===== config.mk =====
export PLATFORM = sky130hd
export DESIGN_NAME = elevator_bank
export DESIGN_NICKNAME = d
export VERILOG_FILES = /design/src/rtl/elevator_pkg.sv /design/src/rtl/elevator_car.sv /design/src/rtl/elevator_bank.sv
export SDC_FILE = /design/constraint.sdc
export NUM_CORES = 1
export LEC_CHECK = 0
export ABC_AREA = 1
export BUFFER_PORTS_ARGS = -buffer_cell sky130_fd_sc_hd__buf_2
export CAP_MARGIN = 40
export CORE_ASPECT_RATIO = 0.5
export CORE_UTILIZATION = 60
export CTS_CLUSTER_SIZE = 25
export DETAILED_ROUTE_END_ITERATION = 12
export PLACE_DENSITY = 0.8
export SLEW_MARGIN = 5
export SYNTH_ARGS = -nofsm -noshare
export SYNTH_HDL_FRONTEND = slang
export SYNTH_HIERARCHICAL = 1
export SYNTH_SLANG_ARGS = --single-unit

===== constraint.sdc =====
create_clock -name clk -period 5.7 [get_ports clk]
set_clock_uncertainty 0.2 [all_clocks]
set_input_delay 0.285 -clock clk [delete_from_list [all_inputs] [get_ports clk]]
set_output_delay 0.285 -clock clk [all_outputs]
set_load 0.05 [all_outputs]

===== src/rtl/elevator_pkg.sv =====
// Shared types for the elevator bank: per-car state codes and sweep direction.
package elevator_pkg;

  typedef enum logic [1:0] {
    ST_IDLE      = 2'd0,
    ST_MOVE_UP   = 2'd1,
    ST_MOVE_DOWN = 2'd2,
    ST_DOOR_OPEN = 2'd3
  } car_state_e;

  typedef enum logic {
    DIR_UP   = 1'b0,
    DIR_DOWN = 1'b1
  } dir_e;

endpackage


===== src/rtl/elevator_car.sv =====
// One elevator car: pending-floor bitmap, SCAN sweep FSM, move and door timers.
module elevator_car
  import elevator_pkg::*;
#(
  parameter int NUM_FLOORS  = 8,
  parameter int FLOOR_W     = 3,
  parameter int MOVE_CYCLES = 4,
  parameter int DOOR_CYCLES = 3
) (
  input  logic                  clk,
  input  logic                  rst,
  input  logic                  i_req_set,
  input  logic [FLOOR_W-1:0]    i_req_floor,
  input  logic                  i_hold,
  output logic [FLOOR_W-1:0]    o_floor,
  output logic [1:0]            o_state,
  output logic                  o_door_open,
  output logic [NUM_FLOORS-1:0] o_pending
);

  localparam int MCW = (MOVE_CYCLES > 1) ? $clog2(MOVE_CYCLES) : 1;
  localparam int DCW = (DOOR_CYCLES > 1) ? $clog2(DOOR_CYCLES) : 1;
  localparam logic [MCW-1:0] MOVE_LOAD = MCW'(MOVE_CYCLES - 1);
  localparam logic [DCW-1:0] DOOR_LOAD = DCW'(DOOR_CYCLES - 1);

  car_state_e            r_state, w_state;
  dir_e                  r_dir, w_dir;
  logic [FLOOR_W-1:0]    r_floor, w_floor;
  logic [MCW-1:0]        r_move_cnt, w_move_cnt;
  logic [DCW-1:0]        r_door_cnt, w_door_cnt;
  logic [NUM_FLOORS-1:0] r_pending, w_pending, w_set, w_clr;
  logic [FLOOR_W-1:0]    w_nf_up, w_nf_dn;
  logic                  w_above, w_below, w_above_up, w_below_dn, w_open_hit;

  always_ff @(posedge clk) begin
    if (rst) begin
      r_state    <= ST_IDLE;
      r_dir      <= DIR_UP;
      r_floor    <= '0;
      r_move_cnt <= '0;
      r_door_cnt <= '0;
      r_pending  <= '0;
    end else begin
      r_state    <= w_state;
      r_dir      <= w_dir;
      r_floor    <= w_floor;
      r_move_cnt <= w_move_cnt;
      r_door_cnt <= w_door_cnt;
      r_pending  <= w_pending;
    end
  end

  always_comb begin
    w_nf_up    = r_floor + 1'b1;
    w_nf_dn    = r_floor - 1'b1;
    w_above    = 1'b0;
    w_below    = 1'b0;
    w_above_up = 1'b0;
    w_below_dn = 1'b0;
    for (int unsigned k = 0; k < NUM_FLOORS; k++) begin
      if (r_pending[k]) begin
        if (FLOOR_W'(k) > r_floor) w_above = 1'b1;
        if (FLOOR_W'(k) < r_floor) w_below = 1'b1;
        if (FLOOR_W'(k) > w_nf_up) w_above_up = 1'b1;
        if (FLOOR_W'(k) < w_nf_dn) w_below_dn = 1'b1;
      end
    end

    w_state    = r_state;
    w_dir      = r_dir;
    w_floor    = r_floor;
    w_move_cnt = r_move_cnt;
    w_door_cnt = r_door_cnt;
    w_set      = '0;
    w_clr      = '0;
    w_open_hit = i_req_set && (r_state == ST_DOOR_OPEN) && (i_req_floor == r_floor);

    case (r_state)
      ST_IDLE: begin
        if (r_pending[r_floor]) begin
          w_state          = ST_DOOR_OPEN;
          w_clr[r_floor]   = 1'b1;
          w_door_cnt       = DOOR_LOAD;
        end else if (w_above && (r_dir == DIR_UP || !w_below)) begin
          w_state    = ST_MOVE_UP;
          w_dir      = DIR_UP;
          w_move_cnt = MOVE_LOAD;
        end else if (w_below) begin
          w_state    = ST_MOVE_DOWN;
          w_dir      = DIR_DOWN;
          w_move_cnt = MOVE_LOAD;
        end
      end
      ST_MOVE_UP: begin
        if (r_move_cnt != '0) begin
          w_move_cnt = r_move_cnt - 1'b1;
        end else begin
          w_floor = w_nf_up;
          if (r_pending[w_nf_up]) begin
            w_state        = ST_DOOR_OPEN;
            w_clr[w_nf_up] = 1'b1;
            w_door_cnt     = DOOR_LOAD;
          end else if (w_above_up) begin
            w_move_cnt = MOVE_LOAD;
          end else begin
            w_state = ST_IDLE;
          end
        end
      end
      ST_MOVE_DOWN: begin
        if (r_move_cnt != '0) begin
          w_move_cnt = r_move_cnt - 1'b1;
        end else begin
          w_floor = w_nf_dn;
          if (r_pending[w_nf_dn]) begin
            w_state        = ST_DOOR_OPEN;
            w_clr[w_nf_dn] = 1'b1;
            w_door_cnt     = DOOR_LOAD;
          end else if (w_below_dn) begin
            w_move_cnt = MOVE_LOAD;
          end else begin
            w_state = ST_IDLE;
          end
        end
      end
      ST_DOOR_OPEN: begin
        if (i_hold)                  w_door_cnt = DOOR_LOAD;
        else if (r_door_cnt != '0)   w_door_cnt = r_door_cnt - 1'b1;
        else                         w_state    = ST_IDLE;
      end
      default: w_state = ST_IDLE;
    endcase

    // A call at the open floor re-arms the door even on the closing edge.
    if (w_open_hit) begin
      w_state    = ST_DOOR_OPEN;
      w_door_cnt = DOOR_LOAD;
    end
    if (i_req_set && !w_open_hit) w_set[i_req_floor] = 1'b1;
    w_pending = (r_pending | w_set) & ~w_clr;
  end

  always_comb begin
    o_floor     = r_floor;
    o_state     = r_state;
    o_door_open = (r_state == ST_DOOR_OPEN);
    o_pending   = r_pending;
  end

endmodule


===== src/rtl/elevator_bank.sv =====
// N-car elevator bank: shared request decode with range check, error pulse, output packing.
module elevator_bank
  import elevator_pkg::*;
#(
  parameter int NUM_CARS    = 3,
  parameter int NUM_FLOORS  = 8,
  parameter int FLOOR_W     = $clog2(NUM_FLOORS),
  parameter int MOVE_CYCLES = 4,
  parameter int DOOR_CYCLES = 3,
  localparam int CAR_W      = (NUM_CARS > 1) ? $clog2(NUM_CARS) : 1
) (
  input  logic                           clk,
  input  logic                           rst,
  input  logic                           req_valid,
  input  logic [CAR_W-1:0]               req_car,
  input  logic [FLOOR_W-1:0]             req_floor,
  output logic                           req_err,
  input  logic [NUM_CARS-1:0]            car_hold,
  output logic [NUM_CARS*FLOOR_W-1:0]    car_floor,
  output logic [NUM_CARS*2-1:0]          car_state,
  output logic [NUM_CARS-1:0]            car_door_open,
  output logic [NUM_CARS*NUM_FLOORS-1:0] car_pending
);

  localparam logic [CAR_W:0]   CARS_LIM   = (CAR_W + 1)'(NUM_CARS);
  localparam logic [FLOOR_W:0] FLOORS_LIM = (FLOOR_W + 1)'(NUM_FLOORS);

  logic                w_req_ok;
  logic [NUM_CARS-1:0] w_req_set;
  logic                r_req_err;

  assign w_req_ok = ({1'b0, req_car} < CARS_LIM) && ({1'b0, req_floor} < FLOORS_LIM);

  always_ff @(posedge clk) begin
    if (rst) r_req_err <= 1'b0;
    else     r_req_err <= req_valid && !w_req_ok;
  end
  assign req_err = r_req_err;

  for (genvar g = 0; g < NUM_CARS; g++) begin : g_car
    assign w_req_set[g] = req_valid && w_req_ok && (req_car == CAR_W'(g));

    elevator_car #(
      .NUM_FLOORS (NUM_FLOORS),
      .FLOOR_W    (FLOOR_W),
      .MOVE_CYCLES(MOVE_CYCLES),
      .DOOR_CYCLES(DOOR_CYCLES)
    ) u_car (
      .clk        (clk),
      .rst        (rst),
      .i_req_set  (w_req_set[g]),
      .i_req_floor(req_floor),
      .i_hold     (car_hold[g]),
      .o_floor    (car_floor[g*FLOOR_W +: FLOOR_W]),
      .o_state    (car_state[g*2 +: 2]),
      .o_door_open(car_door_open[g]),
      .o_pending  (car_pending[g*NUM_FLOORS +: NUM_FLOORS])
    );
  end

endmodule


==> results by group <==
Outcome
  • Outcome: finished, violations left
  • Violated checks: DRC

Pwr
  • Worst vdd ir: 0.372 mV
  • PwrDens: a little under 500 nW/um^2
  • Leak: 3.46 nW
  • Total power: between 3 and 4 mW
  • Switching part of the total: between 50% and 60%
  • Psw: between 1.5 and 2 mW
  • Comb power frac: a little under three quarters
  • Internal cell power: between 1 and 1.5 mW
  • Clk network pwr share: between 9 and 10%
  • Sequential cell fraction of total power: a little under a fifth

Detailed routing
  • First-pass iteration count of the detailed router: 9
  • DR vias: a little over 7000
  • Drt total wl: ~18 mm
  • DR iter-0 viols: 431
  • Vias per cell: around 5.6
  • Drt drc: 1
  • Avg WL per Cell: 14.4 microns
  • ANT nets after route: 0

Clock network
  • CTS tree: done
  • CTS resizes: 0
  • Sinks on Clock Net: 55
  • Post-CTS Setup Bufs: 0
  • Clock Latency Late Sink: 300 ps
  • Worst-path clk slew: 70 ps
  • Clock root buffer master: clkbuf_16
  • CTS Buf Count: 5
  • Hold Buf Count CTS: 0
  • Max Root-Sink Buffers: 2
  • H-tree depth: 2

Logic synthesis
  • Seq cells post-synth: between 50 and 60
  • Synth unique cells: between 40 and 50
  • Post-Syn Area: 6340 sq um
  • YS warnings: 6
  • Post-synth EDFFs: 0
  • Post-synthesis mux area share: 0%
  • Leading register cell type out of synthesis: dfxtp_1
  • Syn Nets: roughly 1200
  • Simple-gate area share of the yosys netlist: between 40% and 50%
  • Synth Area in XOR/XNOR: 0.276%
  • Post-Synth Adder-Cell Area: 8.49%
  • Compound-Gate Fraction of Synth Area: 14.8%
  • Async SR Flop Fraction: 0%
  • Post-synthesis sequential area ratio: approximately 17%
  • Post-Syn Area per Cell: 5.74 sq um
  • Post-Syn Instances: around 1100
  • Largest family of logic cells by synthesized area: simple AND/OR/NAND/NOR gates

STA
  • Setup ws final: around 2500 ps
  • RSZ-0062 raised after global routing: false
  • Final worst-path cycle share: 56.4%
  • Endpoints failing hold: 0
  • FMAX: just over 300 MHz
  • Slew Limit Fails: 0
  • Setup tns final: 0 ps
  • Slew @ Worst Pin: ~840 ps
  • # setup viols final: 0
  • Slew margin rel.: 43.7%
  • Hold WS: 38.1 ps
  • Tmin final: about 3200 ps

Die
  • Core box area: slightly above 10000 sq um
  • Die ar.: 11000 sq um
  • Die H: ~75 microns
  • Initial Utilization: 61.9%
  • Row count: 26
  • IO Pins: 54
  • Die X: 147 microns

Setup path
  • Arrival time worst endpoint: 3210 ps
  • Worst setup EP type: register
  • Crit path buffers/inverters: 3
  • Slowest cell on crit path: ha_1
  • Worst Path Max Fanout: 33
  • Required @ worst endpoint: ~5700 ps
  • Critical path launch point type: register
  • Critical Path, Cell by Cell: buf_4 > inv_2 > ha_1 > nor2_1 > nand3_1 > nand2_2 > nor2_8 > nand3_1 > o22ai_1 > inv_1 > a21oi_1 > nor2_1
  • Worst path depth: 12
  • Cell family with most CP delay: buffers and inverters
  • R2R depth: 12
  • WS Path Type: register to register
  • CP max stage delay: about 690 ps

Layout
  • Share of cells above drive strength 1: between 10% and 20%
  • Post-layout util: about 65%
  • # diodes: 0
  • Commonest non-fill, non-tap cell in the layout: nand2_1
  • Fin area: between 6000 and 7000 sq um
  • Fin nets: ~1200
  • Commonest cells after routing, fill and taps aside: 354 x nand2_1, 133 x inv_1, 110 x nor2_1, 89 x nand3_1, 65 x o21ai_0
  • Area added between synthesis and finish: 5.55%
  • Final std cells w/o fill: approximately 1300

Placed design
  • GPL Wtd Cong: around 1.0
  • Placed Cells incl. Taps: about 1300
  • Port bufs: 53
  • Post-place setup slack: 2620 ps
  • DP Area: around 6500 sq um
  • DP Wirelength: 13.9 mm

Global routing
  • Initial antenna violation count: 0
  • First-pass GRT wire length: 29.9 mm
  • Vias in the first global route: 6254
  • GR Util All Layers: 33.7%
  • GRT Residual Overflow: 0
  • Largest net degree at the start of global routing: 35

Flow run
  • Max-cap viol count: 0

Worst hold path
  • Hold Path Cell Cnt: 3
  • Path type of the worst min-delay path: primary input to register
## registers in the layout, indices dropped and copies added, names as in the netlist
signal and flops:
g_car.u_car/o_floor 9, g_car.u_car/o_pending 24, g_car.u_car/o_state 6, g_car.u_car/r_dir 3
g_car.u_car/r_door_cnt 6, g_car.u_car/r_move_cnt 6, req_err 1
## per-layer routing
layer  part of all wire [%]  global-route usage [%]  up-vias
met3                    8.0                    4.73       64
li1                       -                       -     3584
met5                      0                       0        -
met4                    4.0                    16.8        0
met2                     46                    59.1      332
met1                     42                    41.8     3200
## cell families after synthesis
kind of cell | count (synthesis)
simple gates | 653
buf+inv | 181
compound gates | 171
flops | 55
fa+ha+maj | 43
xor+xnor | 2
## worst register-to-register path, cell delays in order, from the launching register on
cell     delay, ps
dfxtp_1        310
buf_4          340
inv_2          310
ha_1           700
nor2_1         140
nand3_1        130
nand2_2        100
nor2_8         170
nand3_1        110
o22ai_1        250
inv_1          110
a21oi_1        180
nor2_1          60
## path summary, 6_finish.rpt
check / from / to / slack [ps]
hold reg to reg: g_car[1].u_car/r_move_cnt[1] / g_car[1].u_car/r_move_cnt[1] / 280
setup reg to reg: g_car[1].u_car/o_floor[0] / g_car[1].u_car/o_pending[6] / 2480
hold / removal: req_car[0] / req_err / 40
setup / recovery: g_car[1].u_car/o_floor[0] / g_car[1].u_car/o_pending[6] / 2480
## power groups by stage
stage / Sequential [mW] / Combinational, mW / Clock (mW)
after global routing: 0.606 / 2.59 / 0.340
final: 0.591 / 2.31 / 0.317
after detailed placement: 0.596 / 2.26 / 0
after global placement: 0.591 / 2.24 / 0
after CTS: 0.588 / 2.27 / 0.327
after floorplan: 0.708 / 1.79 / 0
## cells in the mapped netlist (2+ instances only)
cell type | n | area, sq um
a211oi_1 | 2 | 15.0
a21oi_1 | 59 | 295
a21oi_2 | 3 | 26.3
a31oi_1 | 7 | 43.8
buf_2 | 9 | 45.0
buf_4 | 7 | 52.6
buf_6 | 10 | 113
clkbuf_1 | 7 | 26.3
dfxtp_1 | 55 | 1100
ha_1 | 43 | 538
inv_1 | 133 | 499
inv_2 | 13 | 48.8
nand2_1 | 354 | 1330
nand2_2 | 25 | 156
nand2_4 | 5 | 56.3
nand3_1 | 89 | 445
nand3_2 | 12 | 120
nand4_1 | 17 | 106
nand4_2 | 2 | 25.0
nor2_1 | 110 | 413
nor2_2 | 14 | 87.6
nor2_4 | 4 | 45.0
nor3_1 | 9 | 45.0
nor3_2 | 2 | 20.0
o211ai_1 | 4 | 30.0
o21ai_0 | 65 | 325
o21ai_1 | 18 | 90.1
o21ai_2 | 3 | 26.3
o22ai_1 | 2 | 12.5
or2_1 | 2 | 12.5
or2_2 | 3 | 18.8
xor2_1 | 2 | 17.5
## area by class of cell
type	instances	area (sq um)
clock buffer	5	125
clock inverter	3	20.0
fill	1039	3560
inverter	147	552
multi-input combinational	869	4430
sequential	55	1100
tap	140	175
timing repair buffer	56	288
Note: power is estimated with default switching activity, not from simulation.
